File: src/rtl/mem_port_arbiter.sv
// mem_port_arbiter: shares one single-port sync RAM between a word writer and a word reader.
// Define ARB_WRITE_PRIORITY_EN for fixed write priority; default is round-robin.
module mem_port_arbiter #(
  parameter int ADDR_W    = 16,
  parameter int DATA_W    = 32,
  parameter int MEM_DEPTH = 36
) (
  input  logic              clk,
  input  logic              rst,
  input  logic              wr_req,
  input  logic [ADDR_W-1:0] wr_addr,
  input  logic [DATA_W-1:0] wr_data,
  output logic              wr_ack,
  input  logic              rd_req,
  input  logic [ADDR_W-1:0] rd_addr,
  output logic              rd_valid,
  output logic [DATA_W-1:0] rd_data,
  output logic              err,
  output logic              busy,
  output logic              mem_en,
  output logic              mem_we,
  output logic [ADDR_W-1:0] mem_addr,
  output logic [DATA_W-1:0] mem_wdata,
  input  logic [DATA_W-1:0] mem_rdata
);
  typedef enum logic [2:0] {IDLE, WRITE, READ, WAIT, RDVAL, ERR} state_t;
  state_t state, nxt_state;
  logic pick_wr, nxt_wr_ack, nxt_rd_valid, nxt_err, nxt_en, nxt_we;
  logic [ADDR_W-1:0] nxt_addr;
  logic [DATA_W-1:0] nxt_wdata, nxt_rd_data;
  logic wr_oor, rd_oor;
  assign wr_oor = 32'(wr_addr) >= 32'(MEM_DEPTH);
  assign rd_oor = 32'(rd_addr) >= 32'(MEM_DEPTH);
`ifdef ARB_WRITE_PRIORITY_EN
  assign pick_wr = wr_req;
`else
  logic lg_wr;
  assign pick_wr = wr_req & (~rd_req | ~lg_wr);
  always_ff @(posedge clk or negedge rst)
    if (!rst) lg_wr <= 1'b0;
    else if (state == IDLE && (wr_req || rd_req)) lg_wr <= pick_wr;
`endif
  always_comb begin
    nxt_state    = state;
    nxt_wr_ack   = 1'b0;
    nxt_rd_valid = 1'b0;
    nxt_err      = 1'b0;
    nxt_en       = 1'b0;
    nxt_we       = 1'b0;
    nxt_addr     = mem_addr;
    nxt_wdata    = mem_wdata;
    nxt_rd_data  = rd_data;
    case (state)
      IDLE:
        if (pick_wr) begin
          nxt_wr_ack = 1'b1;
          nxt_err    = wr_oor;
          nxt_state  = wr_oor ? ERR : WRITE;
          nxt_en     = ~wr_oor;
          nxt_we     = ~wr_oor;
          nxt_addr   = wr_oor ? mem_addr : wr_addr;
          nxt_wdata  = wr_oor ? mem_wdata : wr_data;
        end else if (rd_req) begin
          nxt_rd_valid = rd_oor;
          nxt_err      = rd_oor;
          nxt_rd_data  = rd_oor ? '0 : rd_data;
          nxt_state    = rd_oor ? ERR : READ;
          nxt_en       = ~rd_oor;
          nxt_addr     = rd_oor ? mem_addr : rd_addr;
        end
      READ: nxt_state = WAIT;
      WAIT: begin
        nxt_state    = RDVAL;
        nxt_rd_valid = 1'b1;
        nxt_rd_data  = mem_rdata;
      end
      default: nxt_state = IDLE;
    endcase
  end
  always_ff @(posedge clk or negedge rst)
    if (!rst) begin
      state     <= IDLE;
      wr_ack    <= 1'b0;
      rd_valid  <= 1'b0;
      rd_data   <= '0;
      err       <= 1'b0;
      busy      <= 1'b0;
      mem_en    <= 1'b0;
      mem_we    <= 1'b0;
      mem_addr  <= '0;
      mem_wdata <= '0;
    end else begin
      state     <= nxt_state;
      wr_ack    <= nxt_wr_ack;
      rd_valid  <= nxt_rd_valid;
      rd_data   <= nxt_rd_data;
      err       <= nxt_err;
      busy      <= nxt_state != IDLE;
      mem_en    <= nxt_en;
      mem_we    <= nxt_we;
      mem_addr  <= nxt_addr;
      mem_wdata <= nxt_wdata;
    end
endmodule

File: config.mk
export PLATFORM = sky130hd
export DESIGN_NAME = mem_port_arbiter
export DESIGN_NICKNAME = d
export VERILOG_FILES = /design/src/rtl/mem_port_arbiter.sv
export SDC_FILE = /design/constraint.sdc
export NUM_CORES = 1
export LEC_CHECK = 0
export ABC_AREA = 1
export BUFFER_PORTS_ARGS = -buffer_cell sky130_fd_sc_hd__buf_4
export CORE_MARGIN = 2
export CORE_UTILIZATION = 35
export CTS_CLUSTER_DIAMETER = 40
export DETAILED_ROUTE_END_ITERATION = 8
export GPL_TIMING_DRIVEN = 0
export PLACE_DENSITY = 0.66
export SLEW_MARGIN = 10
export SYNTH_ARGS = -nofsm -noshare
export SYNTH_HDL_FRONTEND = slang
export SYNTH_SLANG_ARGS = --single-unit
File: constraint.sdc
create_clock -name clk -period 2.16 [get_ports clk]
set_input_delay 0.54 -clock clk [delete_from_list [all_inputs] [get_ports clk]]
set_output_delay 0.54 -clock clk [all_outputs]
set_load 0.01 [all_outputs]
==> metrics.csv <==
stage;metric;value;unit
power;irDropWorstVdd;0.441;mV
global_route;gr-total-overflow;0;
drt;drt_first_iter_violations;147;
timing;finalSetupTns;0;ns
synthesis;syn_nets;525;
global_route;grt_pass1_vias;3475;
timing;period_minus_slack;1.56;ns
synthesis;async_flop_share;100;%
floorplanning;die_area;12400;sq um
place;placed_area;5610;sq um
timing;finalClockSkew;0.00720;ns
synthesis;seq_area_frac_synth;55.7;%
clock_network;hold_buffers;0;
clock_network;cts-htree-levels;3;
synthesis;avgSynthCellArea;9.52;sq um
timing;fmax;640;MHz
clock_network;cts_setup_buffers;0;
timing;relSlewSlack;45.0;%
place;portBuffers;185;
clock_network;cts_buffers;9;
timing;finalSetupViolCount;0;
setup_path;cpPeakStageDelay;0.42;ns
floorplanning;core.rowCount;39;
power;powerDensity;708;nW/um^2
drt;vias;3316;
floorplanning;core;11400;sq um
timing;tightest_slew;0.825;ns
layout;multi_input_area;1530;sq um
timing;rsz0062_at_grt;false;
clock_network;ctsRootBufferMaster;clkbuf_16;
setup_path;slowest_stage;dfrtp_1;
place;globalplace.congestion;0.780;
power;switching_power;1.17;mW
layout;drive_above_1_share;47.4;%
drt;drt_wl_total;9.69;mm
setup_path;critical_path_class;reg2reg;
layout;n_fill_cell;1061;
drt;postRouteAntennaNets;0;
power;pwr-share-clk;38.2;%
drt;dr.pass1.iters;4;
clock_network;cts_sinks;90;
floorplanning;die_y;111;microns
layout;ff_latch_area;2250;sq um
synthesis;yosys_warnings;0;
clock_network;clockBufferDepth;2;
clock_network;cts_tree;yes;
synthesis;ys_ff_latch;90;
run;cap_violations;0;
setup_path;rr_worst_depth;7;
synthesis;synth_edf_count;0;
global_route;grt_max_degree;91;
power;swShare;27.8;%
floorplanning;num_io_pins;186;
setup_path;path_cells;nor2_2, nand2_2, a21oi_4, nand2_4, clkinv_2, buf_8, nor2_2;
timing;finalHoldViolCount;0;
power;internal_power;3.03;mW
setup_path;reg2reg_from;state[2];
drt;viasPerCell;4.31;
clock_network;clkTransAtPathRegs;0.06;ns
setup_path;path_max_fanout;10;
hold_path;hold_path_class;in2async;
place;hpwl;7.28;mm
setup_path;crit_start;state[2];
floorplanning;die_w;111;microns
synthesis;syn_area;4040;sq um
power;power;4.20;mW
setup_path;cp.required;2.39;ns
power;power_leakage;3.45;nW
synthesis;synth_cell_types;27;
clock_network;clock_latency;0.34;ns
layout;num-nets-final;721;
power;p_seq_share;42.7;%
global_route;grt_pass1_wl;16.3;mm
setup_path;end_kind;flip-flop;
timing;finalCritPeriodShare;72.3;%
drt;drc_errors;0;
clock_network;ctsResizeCount;0;
power;pwr-share-comb;19.1;%
floorplanning;start_util;35.6;%
global_route;antenna_found_initial;0;
setup_path;cpMostUsedCell;nor2_2;
setup_path;worstPathArrival;1.79;ns
layout;diodes;0;
setup_path;cp-start-kind;flip-flop;
timing;slew_viol_final;0;
synthesis;ys_dominant_reg_cell;dfrtp_1;
global_route;grt_util_all_layers;16.2;%
layout;design_area;5930;sq um
drt;avgRoutedWirePerCell;12.6;microns
outcome;status;complete, no violations;
synthesis;synthCells;425;
layout;area_growth;46.5;%
-- metal layers --
| layer | GRT usage (%) | share of wire (%) |
|---|---|---|
| met1 | 20.5 | 44 |
| met2 | 26.0 | 46 |
| met3 | 4.68 | 7.6 |
| met4 | 7.00 | 1.7 |
| met5 | 0 | 0 |
-- layout by cell type (no fill, tap or decap), types with 2 or more instances in the layout --
cell,instances
nor2_1,11
dfrtp_1,90
inv_1,29
nor2_4,2
nand4_2,2
nand4_1,2
clkbuf_1,3
nand2_4,31
clkbuf_16,9
a21oi_1,2
buf_6,4
o21ai_0,3
nor4_1,2
buf_12,3
nand2_2,32
nor2_2,11
buf_4,184
inv_2,2
nand3_1,10
nand2_1,175
clkinvlp_4,2
inv_6,2
buf_2,4
-- Yosys cell counts (2+ instances only) --
cell type	count	area, sq um
buf_12	3	60.1
inv_2	2	7.51
nor2_2	11	68.8
clkbuf_1	3	11.3
a21oi_1	2	10.0
nand4_2	2	25.0
nand2_1	175	657
nand3_1	10	50.1
nor2_1	11	41.3
nand2_4	31	349
dfrtp_1	90	2250
buf_2	4	20.0
inv_1	29	109
o21ai_0	3	15.0
nand2_2	32	200
nand4_1	2	12.5
nor2_4	2	22.5
nor4_1	2	12.5
buf_6	3	33.8
-- power by group through the flow --
stage / clock [mW] / combinational (mW) / sequential (mW)
4_1_cts: 1.66 / 0.813 / 1.79
2_1_floorplan: 0 / 0.463 / 1.84
6_report: 1.60 / 0.802 / 1.79
3_5_place_dp: 0 / 0.809 / 1.82
5_1_grt: 1.74 / 0.879 / 1.79
3_3_place_gp: 0 / 0.795 / 1.82
-- layout make-up --
class	count	area share [%]
Sequential cell	90	38.0
Multi-Input combinational cell	289	25.8
Timing Repair Buffer	185	23.5
Clock buffer	10	4.03
Tap cell	143	3.02
Buffer	14	2.36
Inverter	32	2.05
Clock inverter	6	1.20
-- final timing paths --
path,end,slack (ns)
max in group asynchronous,rd_data[21],1.31
min in group clk,mem_wdata[25],0.40
max,mem_addr[7],0.60
min,rd_data[16],0.26
max reg2reg,mem_addr[7],0.60
min reg2reg,mem_wdata[10],0.48
-- critical path, delay by kind of cell, from the launching register on --
family	cells	cell delay [ns]
and+or+nand+nor	4	0.50
DFF	1	0.42
AOI/OAI and AO/OA	1	0.31
buffers and inverters	2	0.22
-- per-stage QoR --
step / std cells / hold WS (ns) / util, % / worst slack, ns
after detailed placement: 753 / 0.462 / 49.4 / 0.275
after global routing: 769 / 0.340 / 52.1 / 0.463
after CTS: 769 / 0.380 / 52.1 / 0.578
final: 769 / 0.265 / 52.1 / 0.598
after global placement: 753 / 0.456 / 49.4 / 0.296
after floorplan: 425 / 0.244 / - / 0.596
-- cell families (layout without fill, tap and decap cells) --
family          Yosys count  in the layout  synth area share [%]
simple gates            281            281                  36.4
flops                    90             90                  55.7
buf+inv                  46            247                  6.47
compound gates            8              8                  1.39
-- flip-flops by register name, indices dropped and copies added (netlist names) --
| signal | cells |
|---|---|
| mem_wdata | 32 |
| rd_data | 32 |
| mem_addr | 16 |
| state | 3 |
| busy | 1 |
| err | 1 |
| lg_wr | 1 |
| mem_en | 1 |
| mem_we | 1 |
| rd_valid | 1 |
| wr_ack | 1 |
Power figures use the tool's default switching activity.
